**config.mk**
```make
export PLATFORM = sky130hd
export DESIGN_NAME = uart_tx
export DESIGN_NICKNAME = d
export VERILOG_FILES = /design/src/rtl/uart_tx.sv
export SDC_FILE = /design/constraint.sdc
export NUM_CORES = 1
export LEC_CHECK = 0
export BUFFER_PORTS_ARGS = -buffer_cell sky130_fd_sc_hd__buf_2
export CAP_MARGIN = 25
export CORE_UTILIZATION = 55
export DETAILED_ROUTE_END_ITERATION = 12
export PLACE_DENSITY_LB_ADDON = 0.3
export SYNTH_ARGS = -nofsm -noshare
export SYNTH_HDL_FRONTEND = slang
export SYNTH_SLANG_ARGS = --single-unit
```
**constraint.sdc**
```tcl
create_clock -name clk -period 2.1 [get_ports clk]
set_input_delay 0.105 -clock clk [delete_from_list [all_inputs] [get_ports clk]]
set_output_delay 0.105 -clock clk [all_outputs]
set_load 0.1 [all_outputs]
```
**src/rtl/uart_tx.sv**
```systemverilog
// uart_tx: buffered 8-bit UART transmitter.
//
// Ports:
//   clk       system clock; all logic on its rising edge
//   reset     asynchronous, active-low reset
//   tx_data   byte to transmit, taken when tx_valid && tx_ready
//   tx_valid  producer offers tx_data this cycle
//   tx_ready  transmit FIFO has room for a byte
//   tx        serial line, idle high, driven from a flop
//   tx_busy   a frame is on the line or the FIFO still holds data
//
// Configuration macro: UART_TX_PARITY_EN
//   defined   -> an even parity bit follows the data bits (11-bit frame)
//   undefined -> 8N1 (10-bit frame)
//
// state  | meaning
// IDLE   | line high, waiting for the FIFO to hold a byte
// START  | start bit (low) for one bit period
// DATA   | eight data bits, LSB first
// PARITY | even parity bit (parity build only)
// STOP   | stop bit (high); chains straight into START if more data is queued
module uart_tx #(
   parameter int CLK_FREQ   = 50000000,
   parameter int BAUDRATE   = 300000,
   parameter int FIFO_DEPTH = 4
) (
   input  logic       clk,
   input  logic       reset,
   input  logic [7:0] tx_data,
   input  logic       tx_valid,
   output logic       tx_ready,
   output logic       tx,
   output logic       tx_busy
);

   localparam int CYCLES = CLK_FREQ / (BAUDRATE * 16);
   localparam int PW     = (CYCLES > 1) ? $clog2(CYCLES) : 1;
   localparam int AW     = (FIFO_DEPTH > 1) ? $clog2(FIFO_DEPTH) : 1;

   localparam logic [PW-1:0] PRESC_LOAD = PW'(CYCLES - 1);
   localparam logic [AW:0]   DEPTH_C    = (AW+1)'(FIFO_DEPTH);

   typedef enum logic [2:0] {
      S_IDLE,
      S_START,
      S_DATA,
`ifdef UART_TX_PARITY_EN
      S_PARITY,
`endif
      S_STOP
   } state_t;

   state_t          state;
   logic [PW-1:0]   presc;
   logic [3:0]      tick_cnt;
   logic [2:0]      bit_idx;
   logic [7:0]      shreg;
`ifdef UART_TX_PARITY_EN
   logic            par_bit;
`endif

   logic [7:0]      mem [FIFO_DEPTH];
   logic [AW-1:0]   wr_ptr;
   logic [AW-1:0]   rd_ptr;
   logic [AW:0]     count;

   logic            bit_end;
   logic            wr;
   logic            pop;
   logic [7:0]      head;

   // Both timers are down-counters; a bit period ends on the prescaler's
   // terminal count while the tick counter is also at zero.
   assign bit_end  = (presc == '0) && (tick_cnt == '0);
   assign tx_ready = (count < DEPTH_C);
   assign wr       = tx_valid && tx_ready;
   assign pop      = (count != '0) &&
                     ((state == S_IDLE) || ((state == S_STOP) && bit_end));
   assign head     = mem[rd_ptr];
   assign tx_busy  = (state != S_IDLE) || (count != '0);

   always_ff @(posedge clk) begin
      if (wr) mem[wr_ptr] <= tx_data;
   end

   always_ff @(posedge clk or negedge reset) begin
      if (!reset) begin
         wr_ptr <= '0;
         rd_ptr <= '0;
         count  <= '0;
      end else begin
         if (wr)  wr_ptr <= wr_ptr + 1'b1;
         if (pop) rd_ptr <= rd_ptr + 1'b1;
         case ({wr, pop})
            2'b10:   count <= count + 1'b1;
            2'b01:   count <= count - 1'b1;
            default: count <= count;
         endcase
      end
   end

   always_ff @(posedge clk or negedge reset) begin
      if (!reset) begin
         state    <= S_IDLE;
         tx       <= 1'b1;
         presc    <= '0;
         tick_cnt <= '0;
         bit_idx  <= '0;
         shreg    <= '0;
`ifdef UART_TX_PARITY_EN
         par_bit  <= 1'b0;
`endif
      end else begin
         // Free-running bit timer while a frame is active; the tick counter
         // wraps from 0 back to 15 on the edge that closes a bit period.
         if (state != S_IDLE) begin
            if (presc == '0) begin
               presc    <= PRESC_LOAD;
               tick_cnt <= tick_cnt - 1'b1;
            end else begin
               presc <= presc - 1'b1;
            end
         end

         case (state)
            S_IDLE: begin
               tx <= 1'b1;
               if (pop) begin
                  shreg    <= head;
`ifdef UART_TX_PARITY_EN
                  par_bit  <= ^head;
`endif
                  tx       <= 1'b0;
                  presc    <= PRESC_LOAD;
                  tick_cnt <= 4'hF;
                  state    <= S_START;
               end
            end
            S_START: begin
               if (bit_end) begin
                  tx      <= shreg[0];
                  shreg   <= shreg >> 1;
                  bit_idx <= '0;
                  state   <= S_DATA;
               end
            end
            S_DATA: begin
               if (bit_end) begin
                  if (bit_idx == 3'd7) begin
`ifdef UART_TX_PARITY_EN
                     tx    <= par_bit;
                     state <= S_PARITY;
`else
                     tx    <= 1'b1;
                     state <= S_STOP;
`endif
                  end else begin
                     tx      <= shreg[0];
                     shreg   <= shreg >> 1;
                     bit_idx <= bit_idx + 1'b1;
                  end
               end
            end
`ifdef UART_TX_PARITY_EN
            S_PARITY: begin
               if (bit_end) begin
                  tx    <= 1'b1;
                  state <= S_STOP;
               end
            end
`endif
            S_STOP: begin
               if (bit_end) begin
                  if (pop) begin
                     shreg    <= head;
`ifdef UART_TX_PARITY_EN
                     par_bit  <= ^head;
`endif
                     tx       <= 1'b0;
                     presc    <= PRESC_LOAD;
                     tick_cnt <= 4'hF;
                     state    <= S_START;
                  end else begin
                     state <= S_IDLE;
                  end
               end
            end
            default: begin
               tx    <= 1'b1;
               state <= S_IDLE;
            end
         endcase
      end
   end

endmodule

```
==> results.yml <==
critical_path:
  r2r_slack_ns: 0.005
  cp_slowest_cell: "dfrtp_1"
  r2r_cells: 11
  rr_endpoint: "count[2]$_DFFE_PN0P_"
  crit_path_frequent_cell: "inv_2"
  startpoint_type: "flip-flop"
  worst_ep_arrival_time_ns: 2.35
  crit_required_ns: 2.36
  crit_fanout: 2
  critPathKind: "flip-flop to flip-flop"
  worstPathCellList: "inv_2 -> ha_4 -> nor3b_4 -> a31oi_4 -> nor2_2 -> ha_2 -> inv_2 -> fa_2 -> xor2_1 -> nor2_1 -> xnor2_1"
  reg2reg_from: "presc[1]$_DFF_PN0_"
  cp-end-kind: "flip-flop"
  max_stage_delay_ns: 0.39
  crit_buf_inv: 2
  crit_family: "adder cells"
cells_and_area:
  layoutNonFillerInstCount: 378
  fin_nets: 329
  drive_above_1_share_pct: 31.2
  syn_to_final_growth_pct: 21.9
  antennaDiodeCount: 0
  fin_util_pct: 71.3
run_status:
  status: "completed"
flow_run:
  cap_violations: 0
timing:
  rsz0062_at_grt: "true"
  fin_ws_ns: 0.00502
  fin_crit_sh_pct: 99.8
  slew-limit-headroom_pct: 56.1
  max_freq_mhz: 477
  hold_violations: 0
  holdWs_ns: 0.259
  period_needed_ns: 2.09
  tightest_slew_ns: 0.659
  drv_slew: 0
  setup_violations: 0
  fin_skew_ns: 0.00635
drt:
  vias_per_cell: 5.40
  drtPass1Iterations: 4
  drtAntennaViolNets: 0
  drtIter0Drc: 136
  vias: 2043
  drc_errors: 0
  wirelength_um: 5910
  wire_per_inst_um: 15.6
global_routing:
  grt.total_usage_pct: 23.1
  grt_max_degree: 30
  antenna_found_initial: 0
  grt_pass1_wl_um: 10200
  grt_pass1_vias: 2107
  overflow: 0
clock_network:
  cts_tree: "yes"
  clk_latency_ns: 0.33
  h-tree-depth: 3
  cts-buffers-inserted: 9
  path_clk_slew_ns: 0.07
  cts_max_path_buffers: 2
  cts_sinks: 61
  cts-root-buf: "clkbuf_8"
power_and_ir_drop:
  pwr-share-comb_pct: 54.9
  ir_drop_uv: 939
  pwr-share-clk_pct: 14.7
  switching_power_mw: 2.54
  p_total_mw: 6.32
  p_per_area_nw_per_um2: 1700
  switching_share_pct: 40.1
  internal-power_mw: 3.78
  total_leakage_power_nw: 1.59
  p_seq_share_pct: 30.4
floorplan:
  die_area_sq_um: 5840
  die_width_um: 76.4
  rows: 26
  io_pins: 14
  initial_core_util_pct: 58.5
  core_area_sq_um: 5200
  die_h_um: 76.4
yosys:
  netlist.area_leader.share_pct: 31.6
  yosys-top-cells-area: "edfxtp_1 (32%), dfrtp_1 (23%), mux4_2 (5.9%)"
  synth_enable_flop_cells: 32
  ys_seq_elements: 61
  syn_area_per_cell_sq_um: 12.3
  ys_types: 50
  yosys.cell_count.top_type: "edfxtp_1"
  synthesis.area_sq_um: 3040
  yosysTopAreaCell: "edfxtp_1"
  yosysSeqAreaShare_pct: 55.4
  synth-async-reset-ratio_pct: 47.5
  synthTopCellsByCount: "edfxtp_1 (32), nand2_1 (29), dfrtp_1 (28)"
  syn_inst: 247
  synth_ff_type: "edfxtp_1"
  syn-num-nets: 273
  yosys_warnings: 0
place:
  portBuffers: 13
  post-dp-hpwl_um: 3850
  routabilityCongestion: 0.805
  dp_cells: 345
  place_ws_ns: -0.0392
worst_hold_path:
  worstHoldPathType: "input pin to flip-flop"
  holdPathStages: 4
  hp-start: "tx_valid"
  min_to: "wr_ptr[0]$_DFFE_PN0P_"
==> metal layers <==
layer | up-vias | routed length (um) | track usage [%] | part of all wire [%]
met5 | - | 0 | 0 | 0
met2 | 50 | 2900 | 37.5 | 49
met3 | 6 | 245 | 5.51 | 4.1
li1 | 1000 | - | - | -
met4 | 0 | 79 | 7.50 | 1.3
met1 | 987 | 2690 | 30.6 | 45
==> worst reg2reg max path, delay by kind of cell (launching register included) <==
kind | cells | cell delay [ns]
XOR/XNOR | 2 | 0.27
flip-flops | 1 | 0.39
buffers and inverters | 2 | 0.12
AO/OA/AOI/OAI | 1 | 0.13
AND/OR/NAND/NOR | 3 | 0.47
adder cells (fa/ha/maj) | 3 | 0.65
==> per-stage QoR <==
step | instance area [sq um] | TNS [ns]
floorplan | 3080 | -0.114
global placement | 3380 | 0
detailed placement | 3380 | -0.0392
CTS | 3700 | 0
global route | 3710 | -0.651
finish | 3710 | 0
==> registers in the layout, indices dropped and copies added, names as in the netlist, 3 cells and up <==
register,flops
mem,32
bit_idx,3
presc,4
shreg,8
tick_cnt,4
count,3
==> how the worst max path moves through the flow <==
stage	from	to	slack, ns	cells past startpoint
floorplan	presc[0]$_DFF_PN0_	count[2]$_DFFE_PN0P_	-0.11	11
global placement	presc[0]$_DFF_PN0_	count[2]$_DFFE_PN0P_	0.002	11
detailed placement	tick_cnt[1]$_DFF_PN0_	count[2]$_DFFE_PN0P_	-0.04	11
CTS	tick_cnt[1]$_DFF_PN0_	count[2]$_DFFE_PN0P_	0.003	11
global route	presc[1]$_DFF_PN0_	count[2]$_DFFE_PN0P_	-0.13	11
finish	presc[1]$_DFF_PN0_	count[2]$_DFFE_PN0P_	0.005	11
==> placed cells by master (no fill, tap or decap), types with 2 or more instances in the layout <==
cell type,netlist,layout
buf_4,1,36
edfxtp_1,32,32
nand2_1,29,28
dfrtp_1,28,28
inv_1,17,13
buf_2,3,13
nor2_1,13,12
ha_1,14,12
a21oi_1,11,11
o21ai_0,9,9
clkbuf_8,0,9
dlygate4sd3_1,0,9
nand3_1,8,8
mux4_2,8,8
mux2_4,7,7
o211ai_1,5,5
and2_1,5,5
inv_2,0,4
xnor2_1,4,4
mux2i_1,3,3
xor2_1,3,3
clkinv_2,0,3
nor2b_1,2,2
nor3b_4,1,2
o21bai_1,2,2
nor3_1,2,2
a41oi_1,2,2
a31oi_1,3,2
o311ai_1,2,2
nand3b_1,2,2
inv_6,0,2
==> power groups by stage <==
stage | combinational, mW | sequential (mW) | clock, mW
final | 3.47 | 1.92 | 0.929
after global routing | 3.83 | 1.96 | 0.992
after CTS | 3.43 | 1.91 | 0.943
after detailed placement | 3.31 | 1.93 | 0
after global placement | 3.24 | 1.91 | 0
after floorplan | 2.42 | 1.92 | 0
==> cell families (layout without fill, tap and decap cells) <==
| group | after synthesis | in the layout | synth area share, % |
|---|---|---|---|
| simple gates | 72 | 72 | 11.8 |
| flops | 61 | 61 | 55.4 |
| compound gates | 43 | 43 | 9.37 |
| buf+inv | 30 | 91 | 4.19 |
| mux | 19 | 19 | 10.7 |
| fa+ha+maj | 15 | 15 | 6.41 |
| xor+xnor | 7 | 7 | 2.01 |
==> timing repair <==
action | in CTS | in global routing
resized for setup | 1 | 1
cloned | 0 | 0
hold buffers | 9 | 0
hold endpoints to repair | 57 | 0
pin swaps | 6 | 0
setup buffers | 7 | 1
endpoints found under the setup margin | 1 | 9
==> area by class of cell <==
cell class	count	area [sq um]
Sequential cell	61	1690
Fill cell	357	1500
Timing Repair Buffer	58	425
Multi-Input combinational cell	156	1270
Tap cell	70	87.6
Inverter	17	63.8
Clock inverter	7	48.8
Clock buffer	9	124
No activity file was read; power rests on OpenSTA's default activity.
